[config.mk]
export PLATFORM = sky130hd
export DESIGN_NAME = fpu_sequencer
export DESIGN_NICKNAME = d
export VERILOG_FILES = /design/src/rtl/fpu_sequencer.sv
export SDC_FILE = /design/constraint.sdc
export NUM_CORES = 1
export LEC_CHECK = 0
export CAP_MARGIN = 40
export CORE_UTILIZATION = 55
export DETAILED_ROUTE_END_ITERATION = 10
export GPL_ROUTABILITY_DRIVEN = 0
export GPL_TIMING_DRIVEN = 1
export PLACE_DENSITY_LB_ADDON = 0.15
export SETUP_SLACK_MARGIN = 0.1
export SLEW_MARGIN = 30
export SYNTH_ARGS = -nofsm -noshare
export SYNTH_HDL_FRONTEND = slang
export SYNTH_SLANG_ARGS = --single-unit
[constraint.sdc]
create_clock -name clock100KHz -period 5.7 [get_ports clock100KHz]
set_input_delay 1.425 -clock clock100KHz [delete_from_list [all_inputs] [get_ports clock100KHz]]
set_output_delay 1.425 -clock clock100KHz [all_outputs]
set_load 0.01 [all_outputs]
[src/rtl/fpu_sequencer.sv]
// rtl/fpu_sequencer.sv - operand FIFO, fixed settle window and result capture around the FP adder
//
// Queues operand pairs, presents one pair at a time on registered operand
// lines, holds it for HOLD_CYCLES cycles so the adder can settle, then
// captures the adder result/status into a valid/ready output register.
//
// Optional feature macro: FPU_SEQ_STICKY_EN (accumulates captured status bits).
//
// Ports:
//   clock100KHz              sole clock, rising edge
//   reset                    synchronous, active-high
//   in_valid/in_ready        operand pair handshake (in_ready = FIFO not full)
//   in_a, in_b               operand pair to enqueue
//   op_A_out, op_B_out       registered operands driven to the adder
//   fpu_data_in              adder result
//   fpu_status_in            adder status, one-hot
//   out_valid/out_ready      captured result handshake
//   out_data, out_status     captured result and status
//   busy                     state machine is not idle
//   fifo_count               occupied FIFO entries
//   sticky_status            OR of captured statuses (0 when feature disabled)
//   clear_sticky             clears sticky_status (ignored when feature disabled)
module fpu_sequencer #(
  parameter int DEPTH       = 4,
  parameter int HOLD_CYCLES = 64
) (
  input  logic                     clock100KHz,
  input  logic                     reset,
  input  logic                     in_valid,
  output logic                     in_ready,
  input  logic [31:0]              in_a,
  input  logic [31:0]              in_b,
  output logic [31:0]              op_A_out,
  output logic [31:0]              op_B_out,
  input  logic [31:0]              fpu_data_in,
  input  logic [3:0]               fpu_status_in,
  output logic                     out_valid,
  input  logic                     out_ready,
  output logic [31:0]              out_data,
  output logic [3:0]               out_status,
  output logic                     busy,
  output logic [$clog2(DEPTH):0]   fifo_count,
  output logic [3:0]               sticky_status,
  input  logic                     clear_sticky
);

  localparam int AW = $clog2(DEPTH);
  localparam int CW = $clog2(HOLD_CYCLES + 1);
  localparam logic [AW-1:0] PTR_ONE  = 1;
  localparam logic [AW:0]   CNT_ONE  = 1;
  localparam logic [CW-1:0] HOLD_ONE = 1;
  localparam logic [CW-1:0] HOLD_LAST = CW'(HOLD_CYCLES - 1);

  typedef enum logic [1:0] {S_IDLE, S_HOLD, S_CAPTURE, S_OUT_WAIT} state_t;

  state_t          state;
  logic [CW-1:0]   hold_cnt;
  logic [31:0]     mem_a [DEPTH];
  logic [31:0]     mem_b [DEPTH];
  logic [AW-1:0]   wr_ptr;
  logic [AW-1:0]   rd_ptr;
  logic [AW:0]     count;
  logic            push;
  logic            pop;

  // DEPTH is a power of two, so count < DEPTH exactly when the MSB is clear.
  // A full FIFO refuses a push even if a pop happens in the same cycle.
  assign in_ready   = ~count[AW];
  assign push       = in_valid && in_ready;
  assign pop        = (state == S_IDLE) && (count != '0);
  assign fifo_count = count;
  assign busy       = (state != S_IDLE);

  always_ff @(posedge clock100KHz) begin
    if (reset) begin
      wr_ptr <= '0;
      rd_ptr <= '0;
      count  <= '0;
      for (int i = 0; i < DEPTH; i++) begin
        mem_a[i] <= '0;
        mem_b[i] <= '0;
      end
    end else begin
      if (push) begin
        mem_a[wr_ptr] <= in_a;
        mem_b[wr_ptr] <= in_b;
        wr_ptr        <= wr_ptr + PTR_ONE;
      end
      if (pop) begin
        rd_ptr <= rd_ptr + PTR_ONE;
      end
      case ({push, pop})
        2'b10:   count <= count + CNT_ONE;
        2'b01:   count <= count - CNT_ONE;
        default: count <= count;
      endcase
    end
  end

  always_ff @(posedge clock100KHz) begin
    if (reset) begin
      state      <= S_IDLE;
      hold_cnt   <= '0;
      op_A_out   <= '0;
      op_B_out   <= '0;
      out_valid  <= 1'b0;
      out_data   <= '0;
      out_status <= '0;
    end else begin
      case (state)
        S_IDLE: begin
          if (pop) begin
            op_A_out <= mem_a[rd_ptr];
            op_B_out <= mem_b[rd_ptr];
            hold_cnt <= '0;
            state    <= S_HOLD;
          end
        end
        S_HOLD: begin
          // Counter saturates at HOLD_CYCLES at most, so its width never wraps.
          hold_cnt <= hold_cnt + HOLD_ONE;
          if (hold_cnt == HOLD_LAST) begin
            state <= S_CAPTURE;
          end
        end
        S_CAPTURE: begin
          out_data   <= fpu_data_in;
          out_status <= fpu_status_in;
          out_valid  <= 1'b1;
          state      <= S_OUT_WAIT;
        end
        S_OUT_WAIT: begin
          if (out_valid && out_ready) begin
            out_valid <= 1'b0;
            state     <= S_IDLE;
          end
        end
        default: state <= S_IDLE;
      endcase
    end
  end

`ifdef FPU_SEQ_STICKY_EN
  // Clear wins over a same-cycle accumulate.
  always_ff @(posedge clock100KHz) begin
    if (reset || clear_sticky) begin
      sticky_status <= '0;
    end else if (state == S_CAPTURE) begin
      sticky_status <= sticky_status | fpu_status_in;
    end
  end
`else
  logic unused_clear_sticky;
  assign unused_clear_sticky = clear_sticky;
  assign sticky_status       = 4'b0000;
`endif

endmodule

==> results_dict.tcl <==
set metrics [dict create \
    status "complete, no violations" \
    clock.fmax_mhz 298.4 \
    end_kind "output port" \
    yosys_register_bits 373 \
    syn_avg_cell_area_um2 13.65 \
    finClkSkew_ps 8.734 \
    drt-wirelength-per-cell_um 18.94 \
    numClockSinks 373 \
    cts_resized 0 \
    grt_pass1_vias 9336 \
    postCtsSetupRepairBufs 0 \
    setup_tns_ps 0 \
    max_stage_delay_ps 550 \
    fp-row-count 60 \
    crit_fanout 5 \
    cts_hold_buf 0 \
    post_dp_cell_area_um2 17890 \
    drv_slew 0 \
    ys_seq_area_share_pct 65.14 \
    syn_inst 1128 \
    core-area_um2 27180 \
    cts_root_buffer "clkbuf_16" \
    path_clk_slew_ps 60 \
    cts_buffers 38 \
    io_buffers 209 \
    drt_wl_total_um 32700 \
    vdd_ir_drop_max_mv 0.2974 \
    fin_crit_ps 3351 \
    cts_tree "built" \
    die_area_um2 28670 \
    fill_cells 1911 \
    grt_pass1_wl_um 50870 \
    yosysWarnings 0 \
    io_pins 215 \
    slew_headroom_pct 46.91 \
    dr.pass1.iters 5 \
    fp.dieH_um 169.3 \
    worstSkewPairLatency_ps 520 \
    r2r_slack_ps 3330 \
    die_x_um 169.3 \
    power_density_nw_per_um2 441.5 \
    place_hpwl_um 18430 \
    rsz0062_at_grt "false" \
    yosysUniqueCellTypes 44 \
    antenna_found_initial 3 \
    cap_viol_max_count 0 \
    finalSetupViolations 0 \
    path_class "reg -> out" \
    start_util_pct 56.65 \
    leakage_nw 6.883 \
    syn_to_final_growth_pct 25.08 \
    h-tree-depth 2 \
    min_period_over_period_pct 58.79 \
    grt_use_total_pct 23.24 \
    num_vias 9192 \
    via_per_inst 5.323 \
    fin_area_um2 19260 \
    grt_overflow 0 \
    critPathRequiredTime_ps 4280 \
    final_layout_size_suffix_gt1_share_pct 11.96 \
    crit_chain "inv_1 > ha_1 > inv_1 > clkdlybuf4s50_1" \
    cp-start-kind "register" \
    syn-cell-area_um2 15400 \
    drt_iter0_drc 592 \
    layout.nets 1436 \
    finalHoldViolCount 0 \
    grt_max_degree 68 \
    hp-class "reg -> reg" \
    worstMarginPinSlew_ps 796.4 \
    cpMostUsedCell "inv_1" \
    cp_slowest_cell "clkdlybuf4s50_1" \
    total_power_w 0.008503 \
    postRouteAntennaNets 0 \
    clockBufferDepth 3 \
    drc_errors 0 \
    arrival_ps 1930 \
]
## state kept, by name (all words and copies together) (netlist names)
name        cells
hold_cnt        7
out_status      4
mem_a         128
fifo_count      3
wr_ptr          2
out_data       32
out_valid       1
mem_b         128
state           2
op_A_out       32
rd_ptr          2
op_B_out       32
## critical path, delay by kind of cell, from the launching register on
kind	cells	cell delay, ps
flops	1	410
buf+inv	3	720
fa+ha+maj	1	280
## final timing paths
| path | startpoint | cells after the start | to |
|---|---|---|---|
| worst max register to register | fifo_count[2]$_SDFFE_PP0P_ | 4 | mem_b[1][21]$_SDFFCE_PN0P_ |
| worst min register to register | op_B_out[19]$_SDFFE_PP0P_ | 2 | op_B_out[19]$_SDFFE_PP0P_ |
| worst max-delay path | state[1]$_SDFFE_PP0P_ | 4 | busy |
| worst min-delay path | op_B_out[19]$_SDFFE_PP0P_ | 2 | op_B_out[19]$_SDFFE_PP0P_ |
## cells in the mapped netlist, drive strengths merged
library cell  number  area, µm²
a21o               1      7.510
a21oi             71      355.3
a221o              1      10.01
a31o               2      17.52
a31oi              1      6.260
and2             256       1602
and3               1      6.260
buf               48      274.0
clkbuf            29      108.9
conb               1      3.750
dfxtp            117       2342
edfxtp           256       7687
fa                 1      20.02
ha                 6      75.07
inv               11      41.29
mux2i             37      370.4
mux4              64       1441
nand2            136      510.5
nand2b             1      6.260
nand3              1      5.000
nand3b             1      7.510
nor2              54      205.2
nor2b              2      20.02
nor3               2      21.27
nor3b              1      7.510
nor4               1      6.260
nor4b              5      73.83
o21ai              3      15.01
o21bai             1      7.510
o31ai              2      20.02
or2                2      12.52
or3                2      12.51
or3b               1      8.760
xnor2              6      52.55
xor2               4      35.03
## placed cells by master, fill, tap and decap left out, drive strengths merged, types with 2 or more instances in the layout
cell	synthesis	layout
a31o	2	2
nor2	54	54
conb	1	4
or2	2	2
and2	256	256
clkinv	0	7
a21oi	71	71
nand2	136	136
mux4	64	64
o31ai	2	2
or3	2	2
mux2i	37	37
edfxtp	256	256
nor4b	5	5
nor3	2	2
xnor2	6	6
xor2	4	4
clkbuf	29	61
buf	48	22
nor2b	2	2
o21ai	3	3
dfxtp	117	117
ha	6	6
clkdlybuf4s50	0	208
inv	11	11
## through the flow
stage	worst slack [ps]	instances	hold WS (ps)	util, %
floorplan	441.8	1131	448.6	-
global placement	1974	1647	441.7	65.29
detailed placement	1956	1654	446.4	65.84
CTS	2335	1724	453.9	70.68
global route	2260	1726	471.4	70.85
finish	2349	1727	450.0	70.86
## routing by layer
| layer | vias up | wire (µm) | track usage [%] |
|---|---|---|---|
| met1 | 4520 | 13600 | 30.07 |
| met5 | - | 12 | 0 |
| li1 | 4350 | - | - |
| met3 | 44 | 2017 | 3.918 |
| met2 | 276 | 16520 | 40.42 |
| met4 | 2 | 550 | 6.737 |
## power breakdown
group	switching [W]	internal, W	leakage (nW)
Sequential	0.000249	0.00335	3.62
Combinational	0.00122	0.00115	2.62
Clock	0.000997	0.00154	0.648
## kinds of logic (layout without fill, tap and decap cells)
group / after synthesis / in the layout / share of synthesized area (%)
AND/OR/NAND/NOR: 466 / 466 / 16.27
flip-flops: 373 / 373 / 65.14
multiplexers: 101 / 101 / 11.77
buffers and inverters: 88 / 311 / 2.755
AO/OA/AOI/OAI: 82 / 82 / 2.853
XOR/XNOR: 10 / 10 / 0.5688
adder cells (fa/ha/maj): 7 / 7 / 0.6176
other: 1 / 5 / 0.02436
## cell type report
class / instances / area (µm²) / share of cell area [%]
clock buffer: 61 / 1244 / 6.458
inverter: 11 / 41.29 / 0.2144
clock inverter: 9 / 70.07 / 0.3638
timing repair buffer: 230 / 2380 / 12.36
sequential: 373 / 10040 / 52.12
tap: 372 / 465.4 / 2.417
antenna: 1 / 2.502 / 0.01299
multi-input combinational: 670 / 5017 / 26.05
(Power assumes the default switching activity.)
==> edit, RTL diff (same flow settings) <==
The parameter `HOLD_CYCLES` goes from 64 to 128.
--- a/src/rtl/fpu_sequencer.sv
+++ b/src/rtl/fpu_sequencer.sv
@@ -23,5 +23,5 @@
 module fpu_sequencer #(
   parameter int DEPTH       = 4,
-  parameter int HOLD_CYCLES = 64
+  parameter int HOLD_CYCLES = 128
 ) (
   input  logic                     clock100KHz,
Function: same outputs for any inputs over 4 cycles, from zero or initial values and one cycle with reset high; that may be too few to reach the edited logic, so the function may still have changed.
==> edit against the unedited design <==
Cell area fell by 1.7%. Setup slack got worse by 0.040 ns. Synthesized area fell by 0.86%. Count of clock-buffer cells in the layout fell by 9. Highest routed layer unchanged. Clock skew fell by 0.0015 ns. Sequential cell count rose by 1. Largest power group unchanged. First-iteration DRC count rose by 7.1%. Power fell by 3.5%. Register-to-register slack got worse by 0.08 ns. Wire length rose by 0.74%. Maximum frequency fell by 1.2%.
==> edit: results (changes against the unedited design) <==
Outcome
  – Status: completed

Drt
  – Drt first pass iters: 6 (+1)
  – Routed vias: 9,530 (+3.7%)
  – WL per Instance: 18.4 µm (-2.8%)
  – Drt initial violations: 634 (+7.1%)

Global routing
  – First-pass GRT wire length: 51,400 µm (+0.96%)
  – Initial antenna violation count: 2 (-1)
  – Global-route usage over all layers: 0.235 (+0.00303)
  – Largest net degree at the start of global routing: 66 (-2.9%)

Synth
  – Largest cells by area after synthesis: edfxtp_1 (50%), dfxtp_1 (15%), mux4_2 (9.4%)
  – Post-synth ARST share: 0 (unchanged)
  – Number of library cell types mapped by synthesis: 45 (+2.3%)
  – Post-synthesis sequential area ratio: 0.658 (+0.00697)
  – Post-synth EDFFs: 256 (unchanged)
  – Top post-synthesis cells by count: edfxtp_1 (256), nand2_1 (199), nor2_1 (180)
  – Ys flop type: edfxtp_1

Setup path
  – CP endpoint: busy
  – Critical path peak fanout: 8 (+3)
  – Reg2Reg Launch Point: state[1]$_SDFFE_PP0P_
  – CP max stage delay: 0.53 ns (-0.02 ns)
  – R2r worst-path depth: 10 (+6)
  – Family with the most delay on the worst path: buffers and inverters
  – R2R setup slack: 3.25 ns (-0.08 ns)
  – Worst setup startpoint: state[0]$_SDFFE_PP0P_
  – Arrival time at the worst endpoint: 1.97 ns (+0.04 ns)
  – Worst reg2reg endpoint: fifo_count[2]$_SDFFE_PP0P_

Clock network
  – CTS Buffer Depth: 3 (unchanged)
  – Clk slew on worst S/H paths: 0.06 ns (about the same)
  – Post-CTS Setup Inserts: 0 (unchanged)
  – Root Driver: clkbuf_16
  – CTS H-tree depth: 2 (unchanged)

Power
  – Leak Pwr: 7.05 nW (+2.4%)
  – Sw power: 2.38 mW (-3.1%)
  – Maximum VDD drop: 0.000320 V (+7.6%)

Worst hold path
  – Min-delay worst type: reg -> reg

Placement
  – DPL Wire Length: 18,400 µm (-0.33%)
  – Port Buffers: 209 (unchanged)
  – Dpl ws: 2.02 ns (+0.0601 ns)

Final layout
  – Final Net Count: 1,500 (+4.5%)
  – Share of cells above drive strength 1: 0.112 (-0.00814)
  – Fill cells: 1,954 (+2.3%)

Timing
  – Clock skew: 0.00721 ns (-0.00152 ns)
  – Worst-margin pin slew: 0.858 ns (+0.0615 ns)
  – Worst setup margin: 2.31 ns (-0.0396 ns)
## edit: layout make-up
type / instances / area (µm²) / share of cell area
timing repair buffer: 229 / 2370 / 0.125
tap: 372 / 465 / 0.0246
clock inverter: 17 / 125 / 0.00661
inverter: 76 / 285 / 0.0151
sequential: 374 / 10100 / 0.531
antenna: 1 / 2.50 / 0.000132
multi-input combinational: 669 / 4560 / 0.241
clock buffer: 52 / 1080 / 0.0569
## edit: worst min path at each step
| stage | from | endpoint | slack [ns] |
|---|---|---|---|
| floorplan | hold_cnt[5]$_SDFFE_PP0P_ | hold_cnt[5]$_SDFFE_PP0P_ | 0.48 |
| global placement | op_A_out[1]$_SDFFE_PP0P_ | op_A_out[1]$_SDFFE_PP0P_ | 0.44 |
| detailed placement | op_B_out[5]$_SDFFE_PP0P_ | op_B_out[5]$_SDFFE_PP0P_ | 0.45 |
| CTS | op_B_out[5]$_SDFFE_PP0P_ | op_B_out[5]$_SDFFE_PP0P_ | 0.45 |
| global route | op_B_out[3]$_SDFFE_PP0P_ | op_B_out[3]$_SDFFE_PP0P_ | 0.47 |
| finish | op_B_out[5]$_SDFFE_PP0P_ | op_B_out[5]$_SDFFE_PP0P_ | 0.45 |
## edit: per-stage QoR
step | area (µm²) | utilization | cells | total power [mW] | hold slack, ns
detailed placement | 17700 | 0.653 | 1718 | 5.84 | 0.446
global route | 18900 | 0.699 | 1789 | 8.57 | 0.471
finish | 18900 | 0.699 | 1790 | 8.21 | 0.452
global placement | 17600 | 0.648 | 1711 | 5.75 | 0.442
CTS | 18900 | 0.697 | 1787 | 8.24 | 0.453
floorplan | 15300 | - | 1195 | 4.99 | 0.479
## edit: tightest hold or removal path: stages (launching register included)
cell,delay [ns]
dfxtp_1,0.30
nand2_1,0.05
a21oi_1,0.05
## edit: logic make-up after synthesis
group	synth area share
simple gates	0.131
flops	0.658
buf+inv	0.0479
mux	0.118
compound gates	0.0322
xor+xnor	0.00631
fa+ha+maj	0.00623
other cells	0.000246
## edit: power groups by stage
stage	Sequential, mW	Combinational, mW	Clock [mW]
4_1_cts	3.65	2.15	2.44
2_1_floorplan	3.68	1.31	0
3_3_place_gp	3.70	2.05	0
6_report	3.61	2.18	2.41
3_5_place_dp	3.70	2.14	0
5_1_grt	3.67	2.36	2.55
## edit: metal layers
metal  vias up  wire [µm]  global-route usage
li1       4489          -                   -
met1      4680      13700               0.304
met2       319      16300               0.411
met3        40       2410              0.0463
met4         2        534              0.0581
met5         -         17                   0
